--- config.mk ---
export PLATFORM = sky130hd
export DESIGN_NAME = sn_generator_flat
export DESIGN_NICKNAME = d
export VERILOG_FILES = /design/src/rtl/sng_pkg.sv /design/src/rtl/sn_generator_if.sv /design/src/rtl/sng_lfsr16.sv /design/src/rtl/sn_generator.sv /design/src/flat_wrapper.sv
export SDC_FILE = /design/constraint.sdc
export NUM_CORES = 1
export LEC_CHECK = 0
export CAP_MARGIN = 20
export CORE_MARGIN = 2
export CORE_UTILIZATION = 40
export DETAILED_ROUTE_END_ITERATION = 10
export SYNTH_ARGS = -nofsm -noshare
export SYNTH_HDL_FRONTEND = slang
export SYNTH_SLANG_ARGS = --single-unit
--- constraint.sdc ---
create_clock -name clk_i -period 5.2 [get_ports clk_i]
set_clock_uncertainty 0.2 [all_clocks]
set_input_delay 0.78 -clock clk_i [delete_from_list [all_inputs] [get_ports clk_i]]
set_output_delay 0.78 -clock clk_i [all_outputs]
set_load 0.005 [all_outputs]
--- src/rtl/sng_pkg.sv ---
// Shared types and constants for the stochastic-number generator and its
// downstream counters.
package sng_pkg;

    typedef enum logic [1:0] {
        ST_IDLE = 2'd0,
        ST_RUN  = 2'd1,
        ST_DONE = 2'd2
    } sng_state_e;

    localparam logic [15:0] LFSR_MASK     = 16'hB400;
    localparam logic [15:0] SEED_FALLBACK = 16'h0001;

    localparam logic [1:0] MODE_UNIPOLAR = 2'd0;
    localparam logic [1:0] MODE_BIPOLAR  = 2'd1;
    localparam logic [1:0] MODE_TWO_LINE = 2'd2;

    // One step of the right-shifting Galois LFSR.
    function automatic logic [15:0] lfsr_step(input logic [15:0] s);
        return s[0] ? ((s >> 1) ^ LFSR_MASK) : (s >> 1);
    endfunction

endpackage

--- src/rtl/sn_generator_if.sv ---
// Request/stream bundle between a stream controller (master) and sn_generator (slave).
interface sn_generator_if #(parameter int WIDTH = 8);
    logic             start;
    logic             stop;
    logic [WIDTH-1:0] value_p;
    logic [WIDTH-1:0] value_n;
    logic [15:0]      seed;
    logic [31:0]      length;
    logic             sn_out_p;
    logic             sn_out_n;
    logic             sn_valid;
    logic             busy;
    logic             done;

    modport master (
        output start, stop, value_p, value_n, seed, length,
        input  sn_out_p, sn_out_n, sn_valid, busy, done
    );

    modport slave (
        input  start, stop, value_p, value_n, seed, length,
        output sn_out_p, sn_out_n, sn_valid, busy, done
    );
endinterface

--- src/rtl/sng_lfsr16.sv ---
// 16-bit Galois LFSR with synchronous seed load (zero seed maps to 1) and advance.
module sng_lfsr16
    import sng_pkg::*;
(
    input  logic        clk_i,
    input  logic        rst_i,
    input  logic        load_i,
    input  logic        adv_i,
    input  logic [15:0] seed_i,
    output logic [15:0] state_o
);

    logic [15:0] state_q, state_d;

    always_comb begin
        state_d = state_q;
        if (load_i)
            state_d = (seed_i == 16'h0000) ? SEED_FALLBACK : seed_i;
        else if (adv_i)
            state_d = lfsr_step(state_q);
    end

    always_ff @(posedge clk_i) begin
        if (rst_i) state_q <= SEED_FALLBACK;
        else       state_q <= state_d;
    end

    assign state_o = state_q;

endmodule

--- src/rtl/sn_generator.sv ---
// Stochastic bitstream generator: LFSR-vs-magnitude comparators on P/N lines.
// Optional macro SNG_HOLD_EN adds a hold_i stall input.
module sn_generator
    import sng_pkg::*;
#(
    parameter int         WIDTH = 8,
    parameter logic [1:0] MODE  = MODE_UNIPOLAR
) (
    input  logic clk_i,
    input  logic rst_i,
`ifdef SNG_HOLD_EN
    input  logic hold_i,
`endif
    sn_generator_if.slave bus
);

    sng_state_e       state_q;
    logic [31:0]      rem_q;
    logic [WIDTH-1:0] vp_q, vn_q;
    logic             p_q, n_q, valid_q, busy_q, done_q;

    logic [15:0]      lfsr;
    logic [WIDTH-1:0] r_p, r_n;
    logic             lfsr_load, run_step;

    assign lfsr_load = (state_q == ST_IDLE) && bus.start && !bus.stop && (bus.length != 32'd0);
`ifdef SNG_HOLD_EN
    assign run_step  = (state_q == ST_RUN) && !bus.stop && !hold_i;
`else
    assign run_step  = (state_q == ST_RUN) && !bus.stop;
`endif

    sng_lfsr16 u_lfsr (
        .clk_i   (clk_i),
        .rst_i   (rst_i),
        .load_i  (lfsr_load),
        .adv_i   (run_step),
        .seed_i  (bus.seed),
        .state_o (lfsr)
    );

    // N line samples the bit-reversed LFSR so it decorrelates from the P line.
    always_comb begin
        r_p = lfsr[WIDTH-1:0];
        r_n = '0;
        for (int i = 0; i < WIDTH; i++) r_n[i] = lfsr[15-i];
    end

    // Outputs describe the state being left at each edge, so they trail state_q by one cycle.
    always_ff @(posedge clk_i) begin
        if (rst_i) begin
            state_q <= ST_IDLE;
            rem_q   <= '0;
            vp_q    <= '0;
            vn_q    <= '0;
            p_q     <= 1'b0;
            n_q     <= 1'b0;
            valid_q <= 1'b0;
            busy_q  <= 1'b0;
            done_q  <= 1'b0;
        end else begin
            p_q     <= 1'b0;
            n_q     <= 1'b0;
            valid_q <= 1'b0;
            busy_q  <= 1'b0;
            done_q  <= 1'b0;
            unique case (state_q)
                ST_IDLE: begin
                    if (bus.start && !bus.stop) begin
                        vp_q    <= bus.value_p;
                        vn_q    <= bus.value_n;
                        rem_q   <= bus.length;
                        state_q <= (bus.length == 32'd0) ? ST_DONE : ST_RUN;
                    end
                end
                ST_RUN: begin
                    if (bus.stop) begin
                        state_q <= ST_IDLE;
                    end else begin
                        busy_q <= 1'b1;
                        if (run_step) begin
                            valid_q <= 1'b1;
                            p_q     <= (r_p < vp_q);
                            n_q     <= (MODE == MODE_TWO_LINE) ? (r_n < vn_q) : 1'b0;
                            rem_q   <= rem_q - 32'd1;
                            if (rem_q == 32'd1) state_q <= ST_DONE;
                        end
                    end
                end
                ST_DONE: begin
                    state_q <= ST_IDLE;
                    if (!bus.stop) begin
                        done_q <= 1'b1;
                        busy_q <= 1'b1;
                    end
                end
                default: state_q <= ST_IDLE;
            endcase
        end
    end

    assign bus.sn_out_p = p_q;
    assign bus.sn_out_n = n_q;
    assign bus.sn_valid = valid_q;
    assign bus.busy     = busy_q;
    assign bus.done     = done_q;

endmodule

--- src/flat_wrapper.sv ---
// flat-port wrapper written by rule: the top's interface ports become plain ports
module sn_generator_flat import sng_pkg::*;
#(
    parameter int         WIDTH = 8,
    parameter logic [1:0] MODE  = MODE_UNIPOLAR
)
  (clk_i, rst_i, bus_start, bus_stop, bus_value_p, bus_value_n, bus_seed, bus_length, bus_sn_out_p, bus_sn_out_n, bus_sn_valid, bus_busy, bus_done);
  sn_generator_if #(.WIDTH(WIDTH)) bus_i ();
  input  logic clk_i;
  input  logic rst_i;
  input wire logic [$bits(bus_i.start)-1:0] bus_start;
  input wire logic [$bits(bus_i.stop)-1:0] bus_stop;
  input wire logic [$bits(bus_i.value_p)-1:0] bus_value_p;
  input wire logic [$bits(bus_i.value_n)-1:0] bus_value_n;
  input wire logic [$bits(bus_i.seed)-1:0] bus_seed;
  input wire logic [$bits(bus_i.length)-1:0] bus_length;
  output wire logic [$bits(bus_i.sn_out_p)-1:0] bus_sn_out_p;
  output wire logic [$bits(bus_i.sn_out_n)-1:0] bus_sn_out_n;
  output wire logic [$bits(bus_i.sn_valid)-1:0] bus_sn_valid;
  output wire logic [$bits(bus_i.busy)-1:0] bus_busy;
  output wire logic [$bits(bus_i.done)-1:0] bus_done;
  assign bus_i.start = bus_start;
  assign bus_i.stop = bus_stop;
  assign bus_i.value_p = bus_value_p;
  assign bus_i.value_n = bus_value_n;
  assign bus_i.seed = bus_seed;
  assign bus_i.length = bus_length;
  assign bus_sn_out_p = bus_i.sn_out_p;
  assign bus_sn_out_n = bus_i.sn_out_n;
  assign bus_sn_valid = bus_i.sn_valid;
  assign bus_busy = bus_i.busy;
  assign bus_done = bus_i.done;
  sn_generator #(.WIDTH(WIDTH), .MODE(MODE)) u_core (.clk_i(clk_i), .rst_i(rst_i), .bus(bus_i));
endmodule
# Yosys cells after proc, flatten, opt, wreduce, memory -nomap -nowiden

Index checks and enable logic that the tools add are counted.

Flip-flop bits (word level): 62
Output and inout bits: 5

$add $sub $neg: 1
Magnitude comparators: 1
Equal/unequal tests: 8
Muxes and demuxes: 16
Bitwise logic cells: 5
Reduce and logical (&&, ||, !) cells: 20

Operators with widths:

| cell                                               | number |
|---|---|
| 2-to-1 mux 32 bit                                  | 3 |
| 2-to-1 mux 16 bit                                  | 4 |
| case mux 32 bit (2 select lines)                   | 1 |
| == test 32 x 1 -> 1 bit, second input constant     | 1 |
| logical NOT 32 bit                                 | 1 |
| nonzero test 32 bit                                | 1 |
| subtractor 32 x 1 -> 32 bit, second input constant | 1 |
| logical NOT 16 bit                                 | 1 |
| 2-to-1 mux 2 bit                                   | 5 |
| < comparator 8 bit                                 | 1 |
| OR reduction 2 bit                                 | 3 |
| logical AND 1 bit                                  | 5 |
| != test 2 bit, second input constant               | 2 |
| inverter 1 bit                                     | 4 |
| inverter 3 -> 4 bit                                | 1 |
| case mux 2 bit (2 select lines)                    | 1 |
| AND reduction 4 bit                                | 1 |
| nonzero test 2 bit                                 | 2 |
| OR reduction 4 bit                                 | 1 |
| != test 3 x 2 -> 1 bit, second input constant      | 1 |
| != test 3 bit, second input constant               | 1 |
| AND reduction 3 bit                                | 1 |
| OR reduction 3 bit                                 | 1 |
| == test 2 x 1 -> 1 bit, second input constant      | 1 |
| 6 further kinds                                    | 7 |

# Depth between registers and ports, before layout

Word-level depth: 5
Mapped depth: 10
Mapped depth without buffers: 7

# Hierarchy

A second synthesis with hierarchy kept.

Cell total of the unflattened synthesis: 465
Area total of the unflattened synthesis: 3831.2 um^2

By module, submodules not included:

| module       | instances | cells an instance | area an instance (um^2) |
|---|---|---|---|
| sn_generator | 1         | 383               | 3036.7 |
| sng_lfsr16   | 1         | 82                | 794.5 |

# Least setup slack after synthesis

No wires, ideal clock.

Kind: input port to flip-flop
Start point: input bus_stop
End point: register u_core.u_lfsr.state_q[10] (netlist: u_core.u_lfsr.state_o[10])
Library setup time: 128 ps
Arrival: 2218 ps
Data required time: 4872 ps
Slack: 2655 ps
Stages: 7
Path through: buf_2 nand3b_1 clkbuf_1 o21bai_1 buf_1 mux2i_1 nor2_1

Cells in the longest elaborated chain, start to end: 4

RTL lines:

| what                                                           | RTL line                               | RTL |
|---|---|---|
| start, declared                                                | flat_wrapper.sv:12                     | `input wire logic [$bits(bus_i.stop)-1:0] bus_stop;` |
| logical NOT 1 bit *                                            | sn_generator.sv:26, sn_generator.sv:30 |  |
| logical AND 1 bit (2 in a row)                                 | sn_generator.sv:26                     | `assign lfsr_load = (state_q == ST_IDLE) && bus.start && !bus.stop && (bus.length != 32'd0);` |
| 2-to-1 mux 16 bit / nonzero test 2 bit (equally long branches) | n/a                                    |  |
| end signal, assigned                                           | sng_lfsr16.sv:25                       | `else state_q <= state_d;` |
| end, declared                                                  | sng_lfsr16.sv:13                       | `logic [15:0] state_q, state_d;` |

Mark *: on every way between the ends. The rest lies on a longest branch, timed or not.
A chain may end at the register's enable or synchronous reset.

# Worst setup path after layout

Start point: input bus_stop
End point: register u_core.u_lfsr.state_q[4] (netlist: u_core.u_lfsr.state_o[4])

Same word-level chain as after synthesis.

==> results.md <==
- Run status: finished clean
- Post-synthesis area per instance: 8.05 um2
- Final period util: 0.604
- Quantity of hold-fixing buffers added after cts: 0
- Max rail drop VDD: 0.000210 V
- Area Growth Syn to Fin: 24.3%
- Mapped Area: 3690 um2
- Post-CTS Setup Inserts: 0
- Total via count in the routed design: 3583
- Final standard cell utilization of the core: 0.504
- Nets in the synthesized netlist: 539
- Worst setup SP type: input pin
- Count of pins over their slew limit: 0
- Top cell type's share of synthesized area: 0.336
- Area inside the core boundary: 9110 um2
- Synthesized-area fraction occupied by xor and xnor cells: 0.00711
- Distinct cell type count of the synthesized netlist: 54
- Crit path arrival time: 3.22 ns
- Critical path's largest stage delay: 0.60 ns
- Floorplan die width: 100 um
- Dominant combinational cell family by area after synthesis: simple AND/OR/NAND/NOR gates
- Post-detailed-route count of antenna-violating nets: 0
- PortBufs: 63
- TritonCTS Buffers: 9
- H-tree Lvls: 3
- Critical-path top delay cell: sky130_fd_sc_hd__nor3b_1
- Period minus WS final: 3.14 ns
- Kind of cell adding the most delay to the critical path: simple AND/OR/NAND/NOR gates
- DPL Wire Length: 7040 um
- Routed wire length: 10000 um
- Count of boundary I/O pins: 73
- Total clock sinks: 62
- Total Nets Final: 586
- Count of antenna diodes in the layout: 0
- # setup viols final: 0
- Ordered list of cells on the worst path: clkdlybuf4s50_1 > nand3b_1 > o21bai_1 > buf_4 > nor3b_1 > o2bb2ai_1
- Starting Density: 0.405
- Initial antenna violation count: 0
- Required time worst endpoint: 5.28 ns
- Number of hold violations in the final report: 0
- Max-cap violation count: 0
- Post-synthesis compound-gate area fraction: 0.239
- Floorplan row count: 35
- Overall overflow remaining after global route: 0
- Overall die area: 10000 um2
- Met3 Wirelength: 652 um
- WS Path Type: input pin to register
- Number of enable-type register cells in the synthesized netlist: 0
- Worst Tran Pin Value: 0.973 ns
- Final std cell area, no fill: 4590 um2
- Iteration-0 DRC Markers: 174
- Buf+Inv Stages, Crit Path: 2
- Slew HR: 0.351
- Nature of the critical path endpoint: register
- Final hold slack: 0.275 ns
- Most used standard cell by instance count after synthesis: sky130_fd_sc_hd__dfxtp_1
- M1 WL: 4530 um
- Number of warnings printed during yosys synthesis: 0
- Clock latency on the worst-skew pair: 0.35 ns
- Met2 Routed Length: 4760 um
- Setup WS pre-CTS: 1.69 ns
- Unrepaired setup endpoints after global routing: false
- Share of async-settable or async-resettable flops after synthesis: 0
- Largest net degree at the start of global routing: 36
- Top cells by instance count after synthesis: 62 x sky130_fd_sc_hd__dfxtp_1, 47 x sky130_fd_sc_hd__nor2_1, 29 x sky130_fd_sc_hd__a21oi_1
- TritonCTS clock tree: built
- Routed via count divided by cell count: 5.76
- Number of global-route vias before repair: 3384
- Per-cell routed wire length: 16.1 um
- Post-synth top flop: sky130_fd_sc_hd__dfxtp_1
- Setup tns final: 0 ns
- Biggest area consumer among synthesized cells: sky130_fd_sc_hd__dfxtp_1
- Sequential fraction of the synthesis area: 0.336
- Total of flip-flops plus latches after synthesis: 62
- Highest metal layer with signal wires: met4
- Vertical die dimension: 100 um
- Buffer depth of the longest clock path: 2
- Master cell of the clock root buffer: sky130_fd_sc_hd__clkbuf_8
- Gate count after technology mapping: 459
- Placement Cell Area: 4370 um2
- Clk pin slew, worst setup/hold paths: 0.07 ns
- CTS-repair resized insts: 0
- Share of synthesized area spent on multiplexers: 0.0528
- Hold WC Path Type: register to register
- Static leakage: 1.70 nW
- Power density normalized to cell area: 485 nW/um2
- Proportion of layout cells with a drive suffix above 1: 0.0646
- Setup WS post-layout: 2.06 ns
- Dominant cells by area after synthesis: sky130_fd_sc_hd__dfxtp_1 34%, sky130_fd_sc_hd__mux2i_1 4.9%, sky130_fd_sc_hd__nor2_1 4.8%, sky130_fd_sc_hd__ha_1 4.1%, sky130_fd_sc_hd__a21oi_1 3.9%
- Highest fanout seen on the critical path: 21
- GPL Wtd Cong: 0.841
- Overall fraction of global-route tracks in use: 0.203
- DR pass1 iterations: 4
- First-pass GRT wire length: 16300 um
- Adder-cell share of the synthesized area: 0.0407
- Area fraction in and, or, nand and nor cells after synthesis: 0.268
- Number of remaining DRC errors: 0
- Highest achievable clock rate: 318 MHz
[per-layer routing]
layer	GRT usage	vias to the layer above
met5	0	-
met4	0.0474	0
met3	0.0571	7
met2	0.352	96
met1	0.252	1682
li1	-	1798
[sequential cells by signal, indices dropped and copies added (netlist names)]
signal,cells
u_core.vp_q,8
u_core.bus.sn_valid,1
u_core.state_q,2
u_core.bus.busy,1
u_core.u_lfsr.state_o,16
u_core.rem_q,32
u_core.bus.sn_out_p,1
u_core.bus.done,1
[final cells by class]
cell class                      instances  area, um2
Fill cell                             896       4520
Timing Repair Buffer                   68        663
Multi-Input combinational cell        344       2250
Tap cell                              111        139
Clock inverter                          6       85.1
Sequential cell                        62       1240
Clock buffer                           10        138
Inverter                               21       78.8
[power by group]
| group | switching, W | total (W) | internal, W |
|---|---|---|---|
| combinational | 0.000640 | 0.00105 | 0.000413 |
| clock | 0.000204 | 0.000485 | 0.000281 |
| sequential | 0.000104 | 0.000689 | 0.000585 |
| total | 0.000948 | 0.00223 | 0.00128 |
[path summary, 6_finish.rpt]
kind                                          from                                     to  slack (ns)  cells past startpoint
min reg2reg  u_core.u_lfsr.state_o[9]$_SDFFE_PP0P_  u_core.u_lfsr.state_o[8]$_SDFFE_PP0P_        0.28                      2
max                                       bus_stop  u_core.u_lfsr.state_o[4]$_SDFFE_PP0P_        2.06                      6
min          u_core.u_lfsr.state_o[9]$_SDFFE_PP0P_  u_core.u_lfsr.state_o[8]$_SDFFE_PP0P_        0.28                      2
max reg2reg         u_core.state_q[1]$_SDFFE_PP0P_          u_core.rem_q[20]$_SDFFE_PP0P_        2.11                      9
[through the flow]
stage	instances	power (W)
after global routing	622	0.00239
after floorplan	459	0.00147
after CTS	622	0.00223
after global placement	606	0.00172
final	622	0.00223
after detailed placement	606	0.00174
[cells in the final DEF (no fill, tap or decap), types with 6 or more instances in the layout]
cell,instances
sky130_fd_sc_hd__clkdlybuf4s50_1,62
sky130_fd_sc_hd__dfxtp_1,62
sky130_fd_sc_hd__nor2_1,47
sky130_fd_sc_hd__a21oi_1,29
sky130_fd_sc_hd__nand2_1,28
sky130_fd_sc_hd__o21ai_0,23
sky130_fd_sc_hd__inv_1,21
sky130_fd_sc_hd__nor4_1,20
sky130_fd_sc_hd__mux2i_1,18
sky130_fd_sc_hd__nor3_1,16
sky130_fd_sc_hd__a211oi_1,12
sky130_fd_sc_hd__ha_1,12
sky130_fd_sc_hd__o2bb2ai_1,11
sky130_fd_sc_hd__nand2b_1,10
sky130_fd_sc_hd__clkbuf_8,10
sky130_fd_sc_hd__a311oi_1,9
sky130_fd_sc_hd__or3_1,9
sky130_fd_sc_hd__nand4_1,8
sky130_fd_sc_hd__o32ai_1,8
sky130_fd_sc_hd__nor2b_1,7
sky130_fd_sc_hd__nand3_1,6
[tightest hold or removal path, stage by stage, from the launching register on]
cell	delay [ns]
sky130_fd_sc_hd__dfxtp_1	0.31
sky130_fd_sc_hd__nand2_1	0.05
sky130_fd_sc_hd__a311oi_1	0.07
[logic make-up after synthesis]
logic type | after synthesis
simple gates | 179
buf+inv | 53
fa+ha+maj | 12
flops | 62
xor+xnor | 3
compound gates | 130
mux | 19
other cells | 1
No activity file was read; power rests on OpenSTA's default activity.
==> variant: new RTL, same settings <==
`WIDTH` is set to 8 in 3 places; all go to 12.
--- a/src/rtl/sn_generator_if.sv
+++ b/src/rtl/sn_generator_if.sv
@@ -1,3 +1,3 @@
 // Request/stream bundle between a stream controller (master) and sn_generator (slave).
-interface sn_generator_if #(parameter int WIDTH = 8);
+interface sn_generator_if #(parameter int WIDTH = 12);
     logic             start;
--- a/src/rtl/sn_generator.sv
+++ b/src/rtl/sn_generator.sv
@@ -5,3 +5,3 @@
 #(
-    parameter int         WIDTH = 8,
+    parameter int         WIDTH = 12,
     parameter logic [1:0] MODE  = MODE_UNIPOLAR
--- a/src/flat_wrapper.sv
+++ b/src/flat_wrapper.sv
@@ -3,3 +3,3 @@
 #(
-    parameter int         WIDTH = 8,
+    parameter int         WIDTH = 12,
     parameter logic [1:0] MODE  = MODE_UNIPOLAR
Interface: changed (resized bus_value_n and bus_value_p); port bits go from 73 to 81. No check against the original RTL was run, so the function may have changed too.
==> variant against the unedited design <==
  * Utilization rose by 0.18 points
  * Via count rose by 8.6%
  * Critical path type is now reg -> reg
  * Largest power group unchanged
  * Worst setup slack got worse by 0.0045 ns
  * Sequential power rose by 8.1%
  * Wire length rose by 10%
  * Synthesized area rose by 6.8%
  * Clock power rose by 14%
  * Combinational power rose by 9.5%
  * Sequential cell count rose by 4
  * Cell area rose by 6.7%
  * Total power rose by 10%
==> variant: results (changes against the unedited design) <==
- Flop2flop setup slack: 2.05 ns (was 2.11 ns)
- Placed Area: 4650 sq um (was 4370 sq um)
- Peak per-stage delay on the critical path: 0.75 ns (was 0.60 ns)
- Share of power burned in registers: 0.304 (was 0.310)
- Dominant cells by area after synthesis: dfxtp_1, nand2_1, a21oi_1 (was dfxtp_1, mux2i_1, nor2_1)
- Drt total wl: 11.0 mm (was 10.0 mm)
- Post-DP HPWL: 7.68 mm (was 7.04 mm)
- Pre-CTS setup slack: 1.81 ns (was 1.69 ns)
- Share of cells above drive strength 1: 0.0623 (was 0.0646)
- Vias in the first global route: 3657 (was 3384)
- Clock slew at reported path FFs: 0.07 ns (about the same)
- Post-CTS Setup Bufs: 0 (unchanged)
- Syn_nets: 598 (was 539)
- I/O Buffers: 67 (was 63)
- P_leak: 1.74 nW (was 1.70 nW)
- Fin cells: 695 (was 622)
- Layout net count: 649 (was 586)
- Vias: 3890 (was 3583)
- Drt first pass iters: 5 (was 4)
- Met1 usage: 0.313 (was 0.252)
- Sequential area share after synthesis: 0.335 (was 0.336)
- Pint: 1.43 mW (was 1.28 mW)
- Max IR drop VDD: 182 uV (was 210 uV)
- Met1 wire length: 5.58 mm (was 4.53 mm)
- Crit-path slowest cell: ha_1 (was nor3b_1)
- Routed met2 length: 4.92 mm (was 4.76 mm)
- Largest net degree at the start of global routing: 50 (was 36)
- Clock Latency Late Sink: 0.35 ns (about the same)
- Worst-path fanout max: 28 (was 21)
- Initial DRC Count: 169 (was 174)
- R2R Path End: u_core.rem_q[22] (was u_core.rem_q[20])
- WP data arrival: 3.19 ns (was 3.22 ns)
- DR WL met3: 385 um (was 652 um)
- Synthesis warning total: 0 (unchanged)
- Slew @ Worst Pin: 0.957 ns (was 0.973 ns)
- Final RePlAce weighted congestion: 0.796 (was 0.841)
- First-pass GRT wire length: 18.0 mm (was 16.3 mm)
- Clock network power share: 0.226 (was 0.218)
- Post-synth cell types: 59 (was 54)
- Worst Setup EP: u_core.rem_q[22] (was u_core.u_lfsr.state_o[4])
- Number of fill cells: 978 (was 896)
- GR Util All Layers: 0.214 (was 0.203)
- GR Util met2: 0.328 (was 0.352)
- Status: finished, final reports clean (unchanged)
- Syn Inst Count: 506 (was 459)
- Kind of critical path: reg -> reg (was in -> reg)
- Top cells by count, synth: nand2_1, dfxtp_1, nor2_1 (was dfxtp_1, nor2_1, a21oi_1)
- Area Growth Syn to Fin: 24.2% (was 24.3%)
- Grt met3 use: 0.0282 (was 0.0571)
- Period utilisation layout: 0.605 (was 0.604)
- Cell count after placement: 679 (was 606)
- Switch Pwr: 1.02 mW (was 948 uW)
-- variant: cells by family after synthesis --
group,share of synthesized area
simple gates,0.278
compound gates,0.244
flops,0.335
buf+inv,0.0720
fa+ha+maj,0.0507
mux,0.0127
xor+xnor,0.00666
other cells,0.000950
-- variant: final cells by class --
class                   count  share of cell area
multi-input cells         379               0.478
flip-flops and latches     66               0.270
repair buffers             73               0.146
well taps                 133              0.0340
clock buffers              11              0.0309
inverters                  28              0.0215
clock inverters             5              0.0204
-- variant: worst min-delay path by stage --
stage | from | to | slack, ns | cells after the start
6_report | u_core.vp_q[1] | u_core.vp_q[1] | 0.26 | 2
5_1_grt | u_core.vp_q[9] | u_core.vp_q[9] | 0.29 | 2
4_1_cts | u_core.vp_q[1] | u_core.vp_q[1] | 0.26 | 2
3_5_place_dp | u_core.vp_q[1] | u_core.vp_q[1] | 0.25 | 2
3_3_place_gp | u_core.vp_q[6] | u_core.vp_q[6] | 0.24 | 2
2_1_floorplan | u_core.vp_q[0] | u_core.vp_q[0] | 0.23 | 2
